<file path="src/rtl/maxpool_stream_2x2.sv">
`default_nettype none
// ============================================================================
// Module   : maxpool_stream_2x2
// Brief    : Streaming 2x2 / stride-2 signed max-pooling stage. Pixels arrive
//            channel-major, row-major, column-minor; pooled pixels leave in the
//            same order. A single line buffer of partial (row-pair) maxima is
//            kept, so the feature map itself is never stored.
// Options  : define POOL_RELU_EN to clamp negative pooled results to zero at
//            the output register (same as ReLU applied before pooling).
// Revision : 1.0 - initial release
// ============================================================================
module maxpool_stream_2x2 #(
  parameter int DATA_WIDTH = 32,
  parameter int C          = 16,
  parameter int IH         = 10,
  parameter int IW         = 10
) (
  input  logic                  clk,
  input  logic                  reset,
  input  logic                  in_valid,
  output logic                  in_ready,
  input  logic [DATA_WIDTH-1:0] in_data,
  output logic                  out_valid,
  input  logic                  out_ready,
  output logic [DATA_WIDTH-1:0] out_data,
  output logic                  out_last,
  output logic                  frame_done
);

  localparam int c_oh    = IH / 2;
  localparam int c_ow    = IW / 2;
  localparam int c_col_w = (IW > 1) ? $clog2(IW) : 1;
  localparam int c_row_w = (IH > 1) ? $clog2(IH) : 1;
  localparam int c_ch_w  = (C > 1) ? $clog2(C) : 1;
  localparam int c_idx_w = (c_ow > 1) ? $clog2(c_ow) : 1;

  localparam logic [c_col_w-1:0] c_col_last     = c_col_w'(IW - 1);
  localparam logic [c_row_w-1:0] c_row_last     = c_row_w'(IH - 1);
  localparam logic [c_ch_w-1:0]  c_ch_last      = c_ch_w'(C - 1);
  localparam logic [c_col_w-1:0] c_col_win_last = c_col_w'(2 * c_ow - 1);
  localparam logic [c_row_w-1:0] c_row_win_last = c_row_w'(2 * c_oh - 1);

  logic [c_col_w-1:0]           r_col;
  logic [c_row_w-1:0]           r_row;
  logic [c_ch_w-1:0]            r_ch;
  logic signed [DATA_WIDTH-1:0] r_pair;
  logic signed [DATA_WIDTH-1:0] r_linebuf [0:c_ow-1];

  logic                         w_accept;
  logic                         w_col_ok;
  logic                         w_row_ok;
  logic                         w_in_win;
  logic                         w_emit;
  logic                         w_emit_last;
  logic [c_idx_w-1:0]           w_idx;
  logic signed [DATA_WIDTH-1:0] w_pix;
  logic signed [DATA_WIDTH-1:0] w_lb;
  logic signed [DATA_WIDTH-1:0] w_pair_max;
  logic signed [DATA_WIDTH-1:0] w_win_max;
  logic signed [DATA_WIDTH-1:0] w_result;

  // Input may only advance when the output register is free or being drained.
  assign in_ready = !out_valid || out_ready;
  assign w_accept = in_valid && in_ready;

  // A trailing odd column / row is counted but never joins a window.
  assign w_col_ok = ((IW % 2) == 0) || (r_col != c_col_last);
  assign w_row_ok = ((IH % 2) == 0) || (r_row != c_row_last);
  assign w_in_win = w_col_ok && w_row_ok;

  assign w_idx = c_idx_w'(r_col >> 1);
  assign w_pix = $signed(in_data);
  assign w_lb  = r_linebuf[w_idx];

  // Horizontal max of the current column pair, then vertical max with the
  // pair kept from the even row above.
  assign w_pair_max = (r_pair > w_pix) ? r_pair : w_pix;
  assign w_win_max  = (w_lb > w_pair_max) ? w_lb : w_pair_max;

`ifdef POOL_RELU_EN
  assign w_result = w_win_max[DATA_WIDTH-1] ? '0 : w_win_max;
`else
  assign w_result = w_win_max;
`endif

  // The 4th pixel of a window is the odd-row, odd-column one.
  assign w_emit      = w_accept && w_in_win && r_col[0] && r_row[0];
  assign w_emit_last = (r_ch == c_ch_last) && (r_row == c_row_win_last) &&
                       (r_col == c_col_win_last);

  // Position counters: column, then row, then channel; frames run back-to-back.
  always_ff @(posedge clk or posedge reset) begin
    if (reset) begin
      r_col <= '0;
      r_row <= '0;
      r_ch  <= '0;
    end else if (w_accept) begin
      if (r_col == c_col_last) begin
        r_col <= '0;
        if (r_row == c_row_last) begin
          r_row <= '0;
          r_ch  <= (r_ch == c_ch_last) ? '0 : r_ch + 1'b1;
        end else begin
          r_row <= r_row + 1'b1;
        end
      end else begin
        r_col <= r_col + 1'b1;
      end
    end
  end

  // Hold the even-column pixel until its odd-column partner arrives.
  always_ff @(posedge clk or posedge reset) begin
    if (reset) begin
      r_pair <= '0;
    end else if (w_accept && w_in_win && !r_col[0]) begin
      r_pair <= w_pix;
    end
  end

  // Even rows park their column-pair maxima for the odd row below.
  always_ff @(posedge clk) begin
    if (w_accept && w_in_win && r_col[0] && !r_row[0]) begin
      r_linebuf[w_idx] <= w_pair_max;
    end
  end

  // Output register: load a finished window, else release once taken.
  always_ff @(posedge clk or posedge reset) begin
    if (reset) begin
      out_valid <= 1'b0;
      out_data  <= '0;
      out_last  <= 1'b0;
    end else if (w_emit) begin
      out_valid <= 1'b1;
      out_data  <= w_result;
      out_last  <= w_emit_last;
    end else if (out_ready) begin
      out_valid <= 1'b0;
      out_last  <= 1'b0;
    end
  end

  // One-cycle pulse after the final pooled pixel of a frame is accepted.
  always_ff @(posedge clk or posedge reset) begin
    if (reset) begin
      frame_done <= 1'b0;
    end else begin
      frame_done <= out_valid && out_ready && out_last;
    end
  end

endmodule
`default_nettype wire

</file>
<file path="config.mk">
export PLATFORM = sky130hd
export DESIGN_NAME = maxpool_stream_2x2
export DESIGN_NICKNAME = d
export VERILOG_FILES = /design/src/rtl/maxpool_stream_2x2.sv
export SDC_FILE = /design/constraint.sdc
export NUM_CORES = 1
export LEC_CHECK = 0
export ABC_AREA = 0
export CORE_AREA = 2 2 186 188
export CTS_CLUSTER_DIAMETER = 150
export CTS_CLUSTER_SIZE = 8
export DETAILED_ROUTE_END_ITERATION = 7
export DIE_AREA = 0 0 188 190
export PLACE_DENSITY = 0.58
export SLEW_MARGIN = 10
export SYNTH_ARGS = -nofsm -noshare
export SYNTH_HDL_FRONTEND = slang
export SYNTH_SLANG_ARGS = --single-unit
</file>
<file path="constraint.sdc">
create_clock -name clk -period 4.6 [get_ports clk]
set_input_delay 0.46 -clock clk [delete_from_list [all_inputs] [get_ports clk]]
set_output_delay 0.46 -clock clk [all_outputs]
set_load 0.1 [all_outputs]
</file>
==> summary.md <==
| Metric | Value |
|---|---|
| CP max-delay cell | or4_4 |
| DRT Pass-1 Iters | 5 |
| CTS Buf Count | 35 |
| Top-level I/O count | 72 |
| CP Cell Sequence | clkdlybuf4s50_1 -> inv_1 -> ha_4 -> nand2_1 -> or4_4 -> a21o_1 -> a31oi_2 -> o21ai_2 -> a21oi_4 -> buf_6 -> buf_12 -> mux2i_4 -> ha_1 -> and2_4 -> a221o_1 -> a221oi_2 -> o211ai_1 -> o21ai_2 -> buf_6 -> nand2_8 -> clkbuf_16 -> a221oi_2 |
| Initial Util | around a third |
| Sequential share of the synthesized area | between 50% and 60% |
| Post-CTS Hold Buffers | 0 |
| Worst slew pin tran | about 1100 ps |
| ANT nets after route | 0 |
| First-pass GRT wire length | 44,200 microns |
| Top post-synthesis cells by area | edfxtp_1 (42%), dfrtp_1 (17%), ha_1 (7.1%) |
| Yosys warning total | 0 |
| Cell Rows | between 60 and 70 |
| Final setup margin | -104 ps |
| Hold Crit Class | in2async |
| Initial drt markers | approximately 530 |
| WL/cell | ~18 microns |
| Worst r2r path cells | 20 |
| Final setup viols | 32 |
| DR vias/cell | 4.92 |
| Synth area leader | edfxtp_1 |
| Number of synthesized register bits | 239 |
| Worst Path Arrival | 5100 ps |
| RSZ-0062 raised after global routing | true |
| Max transition margin | roughly a quarter |
| H-tree levels | 2 |
| Clk buf depth | 3 |
| Post-placement cell count | around 1,500 |
| Mapped Cells | ~900 |
| Vias in the first global route | a little under 8,000 |
| Clk sinks | ~240 |
| DP Wirelength | between 15,000 and 20,000 microns |
| GRT Util Overall | about 16% |
| Buffers added on ports | about 70 |
| Net Count, Synth | about 1,000 |
| Commonest register cell after synthesis | edfxtp_1 |
| EDFF count, synth | 160 |
| Crit. End Element | flop |
| Critical path origin | in_data[7] |
| Peak Freq | 213 MHz |
| Reg2reg setup slack | -100 ps |
| Die area | approximately 36,000 sq um |
| Routed vias | 7,860 |
| N_diodes | 0 |
| Slowest stage delay, CP | around 500 ps |
| Area Growth Syn to Fin | 35.0% |
| Final Wtd Congestion | about 0.8 |
| Final period util | 102% |
| Final hold vios | 0 |
| Core Area | around 34,000 sq um |
| Worst skew pair latency | around 500 ps |
| Antenna violations before repair | 0 |
| Largest net degree at the start of global routing | just under 70 |
| Hold WS | roughly 360 ps |
| Worst r2r src | r_pair[15]$_DFFE_PP0P_ |
| Setup_tns | -1840 ps |
| R2r endpoint | out_data[13]$_DFFE_PP0P_ |
| Final Net Count | 1,226 |
| Failing checks | setup timing |
| Yosys cell types | 45 |
| Critical path class | in2reg |
| Final min period | approximately 4700 ps |
| FILL cells | 3,070 |
| Clock Skews | 19.8 ps |
| Mapped Area | between 10,000 and 15,000 sq um |
| CP Max Fanout | 6 |
| Top cell type's share of synthesized area | 42.2% |
| Pins Over Slew Limit | 0 |
| Root Driver | clkbuf_16 |
| Worst Path Required | around 5000 ps |
| Drt total wl | roughly 29,000 microns |
| Startpoint types | input pin |
| Grt total ovfl | 0 |
| Non-Filler Instances | roughly 1,600 |
| Maximum Capacitance Violations | 0 |
| Average cell area after synthesis | 12.7 sq um |
| Die Wd | around 190 microns |
| CTS tree | yes |
| Layout cells sized above 1 | between 20% and 30% |
| Die H | 190 microns |
| Post-synth ARST share | between 30 and 40% |
| Worst-path clk slew | 60 ps |
| DRC Markers | 0 |
| Outcome | complete, but fails checks |
routing by layer:
layer  wire [microns]  global-route usage [%]  vias up
met5                0                       0        -
li1                 -                       -     3798
met2            13900                    26.3      167
met3             1060                    2.05       53
met4              750                    4.63        0
met1            13400                    21.7     3842
cell type report:
class	count	area (sq um)	area share [%]
multi-input cells	546	4640	30.2
flip-flops and latches	239	6780	44.2
clock buffers	54	990	6.45
inverters	71	268	1.74
well taps	455	569	3.71
repair buffers	232	2110	13.7
worst max-delay path: cells and delay by family:
| kind | cells | cell delay, ps |
|---|---|---|
| simple gates | 4 | 820 |
| fa+ha+maj | 2 | 520 |
| mux | 1 | 220 |
| compound gates | 9 | 1890 |
| buf+inv | 6 | 1170 |
how the worst max path moves through the flow:
stage	to	cells past startpoint
floorplan	r_linebuf[3][0]$_DFFE_PP_	3
global placement	out_data[25]$_DFFE_PP0P_	21
detailed placement	out_data[13]$_DFFE_PP0P_	20
CTS	out_data[13]$_DFFE_PP0P_	19
global route	out_data[6]$_DFFE_PP0P_	20
finish	out_data[13]$_DFFE_PP0P_	22
what timing repair did:
| action | in CTS | in global routing |
|---|---|---|
| endpoints found under the setup margin | 32 | 32 |
| pin swaps | 25 | 40 |
| cloned | 1 | 4 |
| setup buffers | 7 | 2 |
| resized for setup | 53 | 26 |
synth_stat cells, types with 4 or more instances:
cell / count
a211oi_1: 4
a21o_1: 7
a21oi_1: 48
a221oi_1: 7
a221oi_2: 28
a22oi_1: 30
and4_1: 4
buf_1: 5
clkbuf_1: 30
dfrtp_1: 79
edfxtp_1: 160
ha_1: 65
inv_1: 71
mux2_2: 34
mux2i_1: 63
nand2_1: 26
nand2b_1: 5
nand3_1: 12
nand4_1: 12
nor2_1: 108
nor3_1: 5
o211ai_1: 4
o21ai_0: 43
xnor2_1: 5
registers in the layout, indices dropped and copies added (netlist names):
signal and count:
r_linebuf 160, out_data 32, r_pair 32, r_ch 4, r_col 4, r_row 4
frame_done 1, out_last 1, out_valid 1
cells in the final DEF, fill, tap and decap left out, drive strengths merged, types with 49 or more instances in the layout:
cell | Yosys | routed
clkbuf | 30 | 57
buf | 11 | 158
edfxtp | 160 | 160
dfrtp | 79 | 79
a21oi | 49 | 49
inv | 71 | 70
mux2i | 63 | 63
clkdlybuf4s50 | 0 | 53
nor2 | 108 | 109
ha | 65 | 65
through the flow:
step / util (%) / instance area, sq um / setup WS, ps
after floorplan: - / 11500 / -1090
after global placement: 40.7 / 13800 / -1440
after detailed placement: 40.7 / 13800 / -1560
after CTS: 44.4 / 15100 / -127
after global routing: 45.2 / 15400 / -269
final: 45.2 / 15400 / -104
logic make-up after synthesis:
logic type      Yosys count  synth area share [%]
buf+inv                 112                  3.93
compound gates          184                  12.2
simple gates            193                  7.66
mux                      98                  9.10
flops                   239                  59.6
xor+xnor                  5                 0.385
fa+ha+maj                65                  7.15
Power is left out: the tool's default activity adds up to more than one toggle a clock period on the data nets, which glitch-free logic cannot reach.
